$ cat src/rtl/ascon_aead128_axil_regs.sv
// AXI4-Lite register bank for the Ascon-AEAD128 core: decodes host writes into
// key/nonce/AD/data transfers and captures core outputs and status for readback.
module ascon_aead128_axil_regs #(
  parameter int unsigned ADDR_WIDTH  = 7,
  parameter logic [1:0]  RESP_SLVERR = 2'b10
) (
  input  logic                  aclk,
  input  logic                  areset,
  input  logic [ADDR_WIDTH-1:0] awaddr,
  input  logic [2:0]            awprot,
  input  logic                  awvalid,
  output logic                  awready,
  input  logic [31:0]           wdata,
  input  logic [3:0]            wstrb,
  input  logic                  wvalid,
  output logic                  wready,
  output logic [1:0]            bresp,
  output logic                  bvalid,
  input  logic                  bready,
  input  logic [ADDR_WIDTH-1:0] araddr,
  input  logic [2:0]            arprot,
  input  logic                  arvalid,
  output logic                  arready,
  output logic [31:0]           rdata,
  output logic [1:0]            rresp,
  output logic                  rvalid,
  input  logic                  rready,
  output logic [127:0]          key,
  output logic [127:0]          nonce,
  output logic                  start,
  output logic                  op_mode,
  output logic [127:0]          ad_data,
  output logic                  ad_valid,
  input  logic                  ad_ready,
  output logic [127:0]          db_data,
  output logic                  db_valid,
  input  logic                  db_ready,
  input  logic                  core_ready,
  input  logic [127:0]          dout,
  input  logic                  dout_valid,
  input  logic [127:0]          tag,
  input  logic                  tag_valid
);

  typedef enum logic [1:0] {WR_IDLE, WR_AW, WR_W, WR_RESP} wr_state_t;
  typedef enum logic       {RD_IDLE, RD_DATA} rd_state_t;

  wr_state_t wr_state, wr_next;
  rd_state_t rd_state, rd_next;

  logic                  commit, rd_load;
  logic [ADDR_WIDTH-1:0] aw_q, w_addr;
  logic [31:0]           wd_q, w_data;
  logic [3:0]            ws_q, w_strb;
  logic [31:0]           w_idx, r_idx;
  logic [6:0]            w_sel, r_sel;
  logic [31:0]           ctrl_q, ctrl_new, rd_word;
  logic                  rd_ok;
  logic [127:0]          key_q, nonce_q, ad_q, din_q, dout_q, tag_q;
  logic                  end_aead, dout_ready, ad_valid_q, db_valid_q;
  logic                  unused_bits;

  function automatic logic [31:0] merge_strb(input logic [31:0] old,
                                             input logic [31:0] d,
                                             input logic [3:0]  s);
    logic [31:0] r;
    r = old;
    for (int unsigned b = 0; b < 4; b++)
      if (s[b]) r[8*b +: 8] = d[8*b +: 8];
    return r;
  endfunction

  function automatic logic idx_mapped(input logic [31:0] i);
    return (i <= 32'd1) || (i >= 32'd4 && i <= 32'd27);
  endfunction

  assign unused_bits = ^{awprot, arprot, w_addr[1:0], araddr[1:0]};

  always_ff @(posedge aclk or posedge areset) begin
    if (areset) begin
      wr_state <= WR_IDLE;
      rd_state <= RD_IDLE;
    end else begin
      wr_state <= wr_next;
      rd_state <= rd_next;
    end
  end

  // Commit fires on the first cycle both halves are present, whether held or live.
  always_comb begin
    wr_next = wr_state;
    commit  = 1'b0;
    case (wr_state)
      WR_IDLE: begin
        if (awvalid && wvalid) begin
          commit  = 1'b1;
          wr_next = WR_RESP;
        end else if (awvalid) begin
          wr_next = WR_AW;
        end else if (wvalid) begin
          wr_next = WR_W;
        end
      end
      WR_AW:   if (wvalid)  begin commit = 1'b1; wr_next = WR_RESP; end
      WR_W:    if (awvalid) begin commit = 1'b1; wr_next = WR_RESP; end
      WR_RESP: if (bready)  wr_next = WR_IDLE;
      default: wr_next = WR_IDLE;
    endcase
  end

  always_comb begin
    rd_next = rd_state;
    rd_load = 1'b0;
    case (rd_state)
      RD_IDLE: if (arvalid) begin rd_load = 1'b1; rd_next = RD_DATA; end
      RD_DATA: if (rready)  rd_next = RD_IDLE;
      default: rd_next = RD_IDLE;
    endcase
  end

  assign awready = (wr_state == WR_IDLE) || (wr_state == WR_W);
  assign wready  = (wr_state == WR_IDLE) || (wr_state == WR_AW);
  assign bvalid  = (wr_state == WR_RESP);
  assign arready = (rd_state == RD_IDLE);
  assign rvalid  = (rd_state == RD_DATA);

  always_ff @(posedge aclk or posedge areset) begin
    if (areset) begin
      aw_q <= '0;
      wd_q <= '0;
      ws_q <= '0;
    end else begin
      if (awvalid && awready) aw_q <= awaddr;
      if (wvalid && wready) begin
        wd_q <= wdata;
        ws_q <= wstrb;
      end
    end
  end

  assign w_addr   = (wr_state == WR_AW) ? aw_q : awaddr;
  assign w_data   = (wr_state == WR_W)  ? wd_q : wdata;
  assign w_strb   = (wr_state == WR_W)  ? ws_q : wstrb;
  assign w_idx    = 32'(w_addr[ADDR_WIDTH-1:2]);
  assign w_sel    = {w_idx[1:0], 5'b0};
  assign ctrl_new = merge_strb(ctrl_q, w_data, w_strb);

  always_ff @(posedge aclk or posedge areset) begin
    if (areset) begin
      bresp      <= '0;
      ctrl_q     <= '0;
      key_q      <= '0;
      nonce_q    <= '0;
      ad_q       <= '0;
      din_q      <= '0;
      dout_q     <= '0;
      tag_q      <= '0;
      end_aead   <= 1'b0;
      dout_ready <= 1'b0;
      ad_valid_q <= 1'b0;
      db_valid_q <= 1'b0;
    end else begin
      if (commit) begin
        bresp <= idx_mapped(w_idx) ? 2'b00 : RESP_SLVERR;
        if (w_idx == 32'd0) begin
          ctrl_q <= ctrl_new;
        end else if (w_idx >= 32'd4 && w_idx <= 32'd19) begin
          case (w_idx[4:2])
            3'd1:    key_q[w_sel +: 32]   <= merge_strb(key_q[w_sel +: 32], w_data, w_strb);
            3'd2:    nonce_q[w_sel +: 32] <= merge_strb(nonce_q[w_sel +: 32], w_data, w_strb);
            3'd3:    ad_q[w_sel +: 32]    <= merge_strb(ad_q[w_sel +: 32], w_data, w_strb);
            default: din_q[w_sel +: 32]   <= merge_strb(din_q[w_sel +: 32], w_data, w_strb);
          endcase
        end
      end

      if (dout_valid) dout_q <= dout;
      if (tag_valid)  tag_q  <= tag;

      // Sticky sets take priority over same-cycle clears.
      if (tag_valid)
        end_aead <= 1'b1;
      else if (commit && w_idx == 32'd0 && !ctrl_q[0] && ctrl_new[0])
        end_aead <= 1'b0;

      if (dout_valid)
        dout_ready <= 1'b1;
      else if (commit && w_idx == 32'd19)
        dout_ready <= 1'b0;

      if (commit && w_idx == 32'd15) ad_valid_q <= 1'b1;
      else if (ad_ready)             ad_valid_q <= 1'b0;

      if (commit && w_idx == 32'd19) db_valid_q <= 1'b1;
      else if (db_ready)             db_valid_q <= 1'b0;
    end
  end

  assign r_idx = 32'(araddr[ADDR_WIDTH-1:2]);
  assign r_sel = {r_idx[1:0], 5'b0};

  always_comb begin
    rd_word = '0;
    rd_ok   = idx_mapped(r_idx);
    if (r_idx == 32'd0) begin
      rd_word = ctrl_q;
    end else if (r_idx == 32'd1) begin
      rd_word = {29'b0, dout_ready, end_aead, core_ready};
    end else if (rd_ok) begin
      case (r_idx[4:2])
        3'd1:    rd_word = key_q[r_sel +: 32];
        3'd2:    rd_word = nonce_q[r_sel +: 32];
        3'd3:    rd_word = ad_q[r_sel +: 32];
        3'd4:    rd_word = din_q[r_sel +: 32];
        3'd5:    rd_word = dout_q[r_sel +: 32];
        3'd6:    rd_word = tag_q[r_sel +: 32];
        default: rd_word = '0;
      endcase
    end
  end

  always_ff @(posedge aclk or posedge areset) begin
    if (areset) begin
      rdata <= '0;
      rresp <= '0;
    end else if (rd_load) begin
      rdata <= rd_word;
      rresp <= rd_ok ? 2'b00 : RESP_SLVERR;
    end
  end

  assign key      = key_q;
  assign nonce    = nonce_q;
  assign start    = ctrl_q[0];
  assign op_mode  = ctrl_q[1];
  assign ad_data  = ad_q;
  assign ad_valid = ad_valid_q;
  assign db_data  = din_q;
  assign db_valid = db_valid_q;

endmodule
$ cat config.mk
export PLATFORM = sky130hd
export DESIGN_NAME = ascon_aead128_axil_regs
export DESIGN_NICKNAME = d
export VERILOG_FILES = /design/src/rtl/ascon_aead128_axil_regs.sv
export SDC_FILE = /design/constraint.sdc
export NUM_CORES = 2
export LEC_CHECK = 0
export BUFFER_PORTS_ARGS = -buffer_cell sky130_fd_sc_hd__buf_2
export CAP_MARGIN = 20
export CORE_AREA = 4 4 340 342
export DETAILED_ROUTE_END_ITERATION = 16
export DIE_AREA = 0 0 344 346
export GPL_TIMING_DRIVEN = 0
export PLACE_DENSITY = 0.69
export SLEW_MARGIN = 5
export SYNTH_ARGS = -nofsm -noshare
export SYNTH_HDL_FRONTEND = slang
export SYNTH_SLANG_ARGS = --single-unit
$ cat constraint.sdc
create_clock -name aclk -period 81.9 [get_ports aclk]
set_clock_uncertainty 0.2 [all_clocks]
set_input_delay 4.095 -clock aclk [delete_from_list [all_inputs] [get_ports aclk]]
set_output_delay 4.095 -clock aclk [all_outputs]
set_load 0.005 [all_outputs]
==> results.toml <==
[yosys]
ys_seq_area_share_pct = 49.8
syn_inst = 4071
yosysWarningCount = 0
yosysTopAreaCellShare_pct = 49.8
avgSynthCellArea_sq_um = 10.9
synth_area_leader_cell = "dfrtp_1"
yosys-top-cells-area = "dfrtp_1 50%, mux2_2 9.2%, mux4_2 6.1%"
synth_cell_types = 72
ys_ff_latch = 882
synth_flop_cell = "dfrtp_1"
ys_async_sr_fraction_pct = 100
synth_edf_count = 0
synth_area_sq_um = 44300

[cts]
cts_tree = "yes"
numCtsBuffers = 102
clk_path_buf_depth = 3
postCtsHoldBufs = 0
post_cts_buffers = 0
cts.reportedPaths.clkPinSlew_ps = 60
cts_root_buffer = "clkbuf_16"
clk_latency_ps = 740
htreeDepth = 3
post_cts_resized = 0
cts_sinks = 882

[min_path]
hp-class = "flop to flop"

[place]
portBuffers = 865
finalWeightedCongestion = 1.05
placed_area_sq_um = 51200
dp_hpwl_um = 231000

[setup_path]
end_kind = "flop"
cpLargestDelayFamily = "buffers and inverters"
crit_top_cell = "clkbuf_1"
cpPeakStageDelay_ps = 910
path_class = "primary input to flop"
required_ps = 82320
slowest_stage = "clkbuf_1"
crit_path_start_kind = "primary input"
path_cells = "buf_2 > mux2i_2 > buf_6 > clkinv_1 > clkbuf_1 > clkbuf_1 > ha_1 > inv_1 > nand2_1 > nand4_1 > or3_1 > clkbuf_1 > o21ai_0"
critPathArrivalTime_ps = 9580
cp.buffers_inverters = 7
crit_fanout = 12

[global_route]
antenna_found_initial = 25
grt_overflow = 0
grt_usage_pct = 47.6
grt_pass1_wl_um = 385000
grt_start_max_net_pins = 122
grt_pass1_vias = 43314

[pwr]
powerDensity_nw_per_um2 = 31.1
seqPwrFrac_pct = 36.4
ir_worst_vdd_uv = 16.7
switching_share_pct = 41.0
power_frac_clock_pct = 29.4
leakagePower_nw = 25.6
switching_power_mw = 0.700
power_mw = 1.71
p_comb_share_pct = 34.1
power.internal_mw = 1.01

[die]
rows = 123
die_y_um = 346
die_x_um = 344
initial_core_util_pct = 39.5
core_area_sq_um = 112000
boundaryPins = 881
die_area_sq_um = 119000

[route]
drtAntennaViolNets = 0
drc = 0
firstDrtPassIters = 10
drt-initial-drc-count = 6942
drt_wl_total_um = 293000
wire_per_inst_um = 43.8
vias = 45605
vias_per_cell = 6.82

[outcome]
failed_checks = "slew limit"
status = "finished, violations left"

[sta]
slew_violations = 7
fin_crit_sh_pct = 11.2
final.setup.tns_ps = 0
period_minus_slack_ps = 9160
worst_pin_slew_ps = 1530
rsz0062_at_grt = "false"
maxSlewHeadroom_pct = -2.06
timing.fmax_ghz = 0.109
finalSetupViolations = 0
hold_viol_final = 0

[finish]
final_nets = 5421
layout_common_cells = "943 x buf_2, 882 x dfrtp_1, 539 x nand2_1, 363 x mux2_2, 332 x o21ai_0"
drive_gt1_share_pct = 32.9
fin_area_sq_um = 54900
final_common_cell = "buf_2"
synthToLayoutAreaGrowth_pct = 23.7

[run]
drv_cap = 0
## path summary, 6_finish.rpt
| kind | start | end | slack (ps) | cells past startpoint |
|---|---|---|---|---|
| worst max-delay path | awaddr[3] | db_data[76] | 72740 | 13 |
| worst min-delay path | dout_ready | dout_ready | 290 | 1 |
| worst max register to register | wr_state[1] | db_data[76] | 75320 | 15 |
| worst min register to register | dout_ready | dout_ready | 290 | 1 |
| max in group asynchronous | areset | ad_data[72] | 75750 | 6 |
| min in group asynchronous | areset | dout_q[16] | 3180 | 2 |
## cells in the mapped netlist (all sizes together), types with 3 or more instances
| cell | n |
|---|---|
| a211oi | 26 |
| nand3 | 27 |
| a222oi | 21 |
| a2111oi | 10 |
| dfrtp | 882 |
| nand2 | 539 |
| clkbuf | 207 |
| a22o | 295 |
| a21oi | 104 |
| nor3 | 15 |
| inv | 25 |
| nor2b | 11 |
| a221oi | 62 |
| a21boi | 7 |
| o32ai | 4 |
| a22oi | 29 |
| nor4 | 4 |
| and3 | 41 |
| nor3b | 3 |
| mux4 | 120 |
| a211o | 4 |
| ha | 11 |
| a32oi | 7 |
| buf | 116 |
| o21a | 4 |
| or3 | 4 |
| a221o | 18 |
| o22ai | 49 |
| nand4 | 9 |
| a31oi | 39 |
| or4 | 4 |
| o211ai | 13 |
| nand2b | 13 |
| mux2 | 364 |
| o21bai | 29 |
| nor2 | 346 |
| o31ai | 85 |
| o21ai | 345 |
| o2bb2ai | 12 |
| or2 | 10 |
| mux2i | 132 |
## area by class of cell
type / instances / area (sq um)
Inverter: 26 / 105
Clock inverter: 46 / 672
Sequential cell: 882 / 22100
Multi-Input combinational cell: 2841 / 20900
Tap cell: 1500 / 1880
Buffer: 323 / 1360
Clock buffer: 143 / 2950
Antenna cell: 14 / 35.0
Fill cell: 10605 / 57500
Timing Repair Buffer: 910 / 4910
## registers in the layout, summed over array words and instances (netlist names), 2 cells and up
register	cells
ad_data	128
db_data	128
dout_q	128
key	128
nonce	128
tag_q	128
ctrl_q	32
rdata	32
wd_q	32
aw_q	5
ws_q	4
wr_state	2
## power groups by stage
stage / Sequential (mW) / Combinational (mW) / Clock (mW)
after floorplan: 0.580 / 0.281 / 0
after global placement: 0.620 / 0.544 / 0
after detailed placement: 0.621 / 0.557 / 0
after CTS: 0.614 / 0.559 / 0.500
after global routing: 0.623 / 0.598 / 0.518
final: 0.622 / 0.582 / 0.502
## worst reg2reg max path: cells and delay by family, from the launching register on
family / cells / cell delay (ps)
buffers and inverters: 8 / 2920
and+or+nand+nor: 3 / 1920
adders and majority gates: 2 / 600
DFF: 1 / 370
AOI/OAI and AO/OA: 1 / 270
muxes: 1 / 200
## per-layer routing
| layer | up-vias | global-route usage [%] | routed length (um) |
|---|---|---|---|
| li1 | 17256 | - | - |
| met3 | 1185 | 19.2 | 41600 |
| met5 | - | 0.841 | 258 |
| met1 | 23018 | 56.5 | 99100 |
| met4 | 16 | 37.3 | 31200 |
| met2 | 4130 | 68.4 | 120000 |
## cells by family after synthesis
logic type / synth area share [%]
AO/OA/AOI/OAI: 18.6
AND/OR/NAND/NOR: 9.73
flip-flops: 49.8
multiplexers: 18.3
buffers and inverters: 3.27
adder cells (fa/ha/maj): 0.310
other: 0.00846
## stage by stage
step | instances | hold slack (ps) | util [%] | worst slack, ps
finish | 6685 | 287 | 48.8 | 72740
global route | 6672 | 301 | 48.8 | 72890
CTS | 6667 | 286 | 48.8 | 72900
detailed placement | 6478 | 272 | 45.5 | 72160
global placement | 6437 | 259 | 45.0 | 42410
floorplan | 4072 | 242 | - | 52810
No activity file was read; power rests on OpenSTA's default activity.
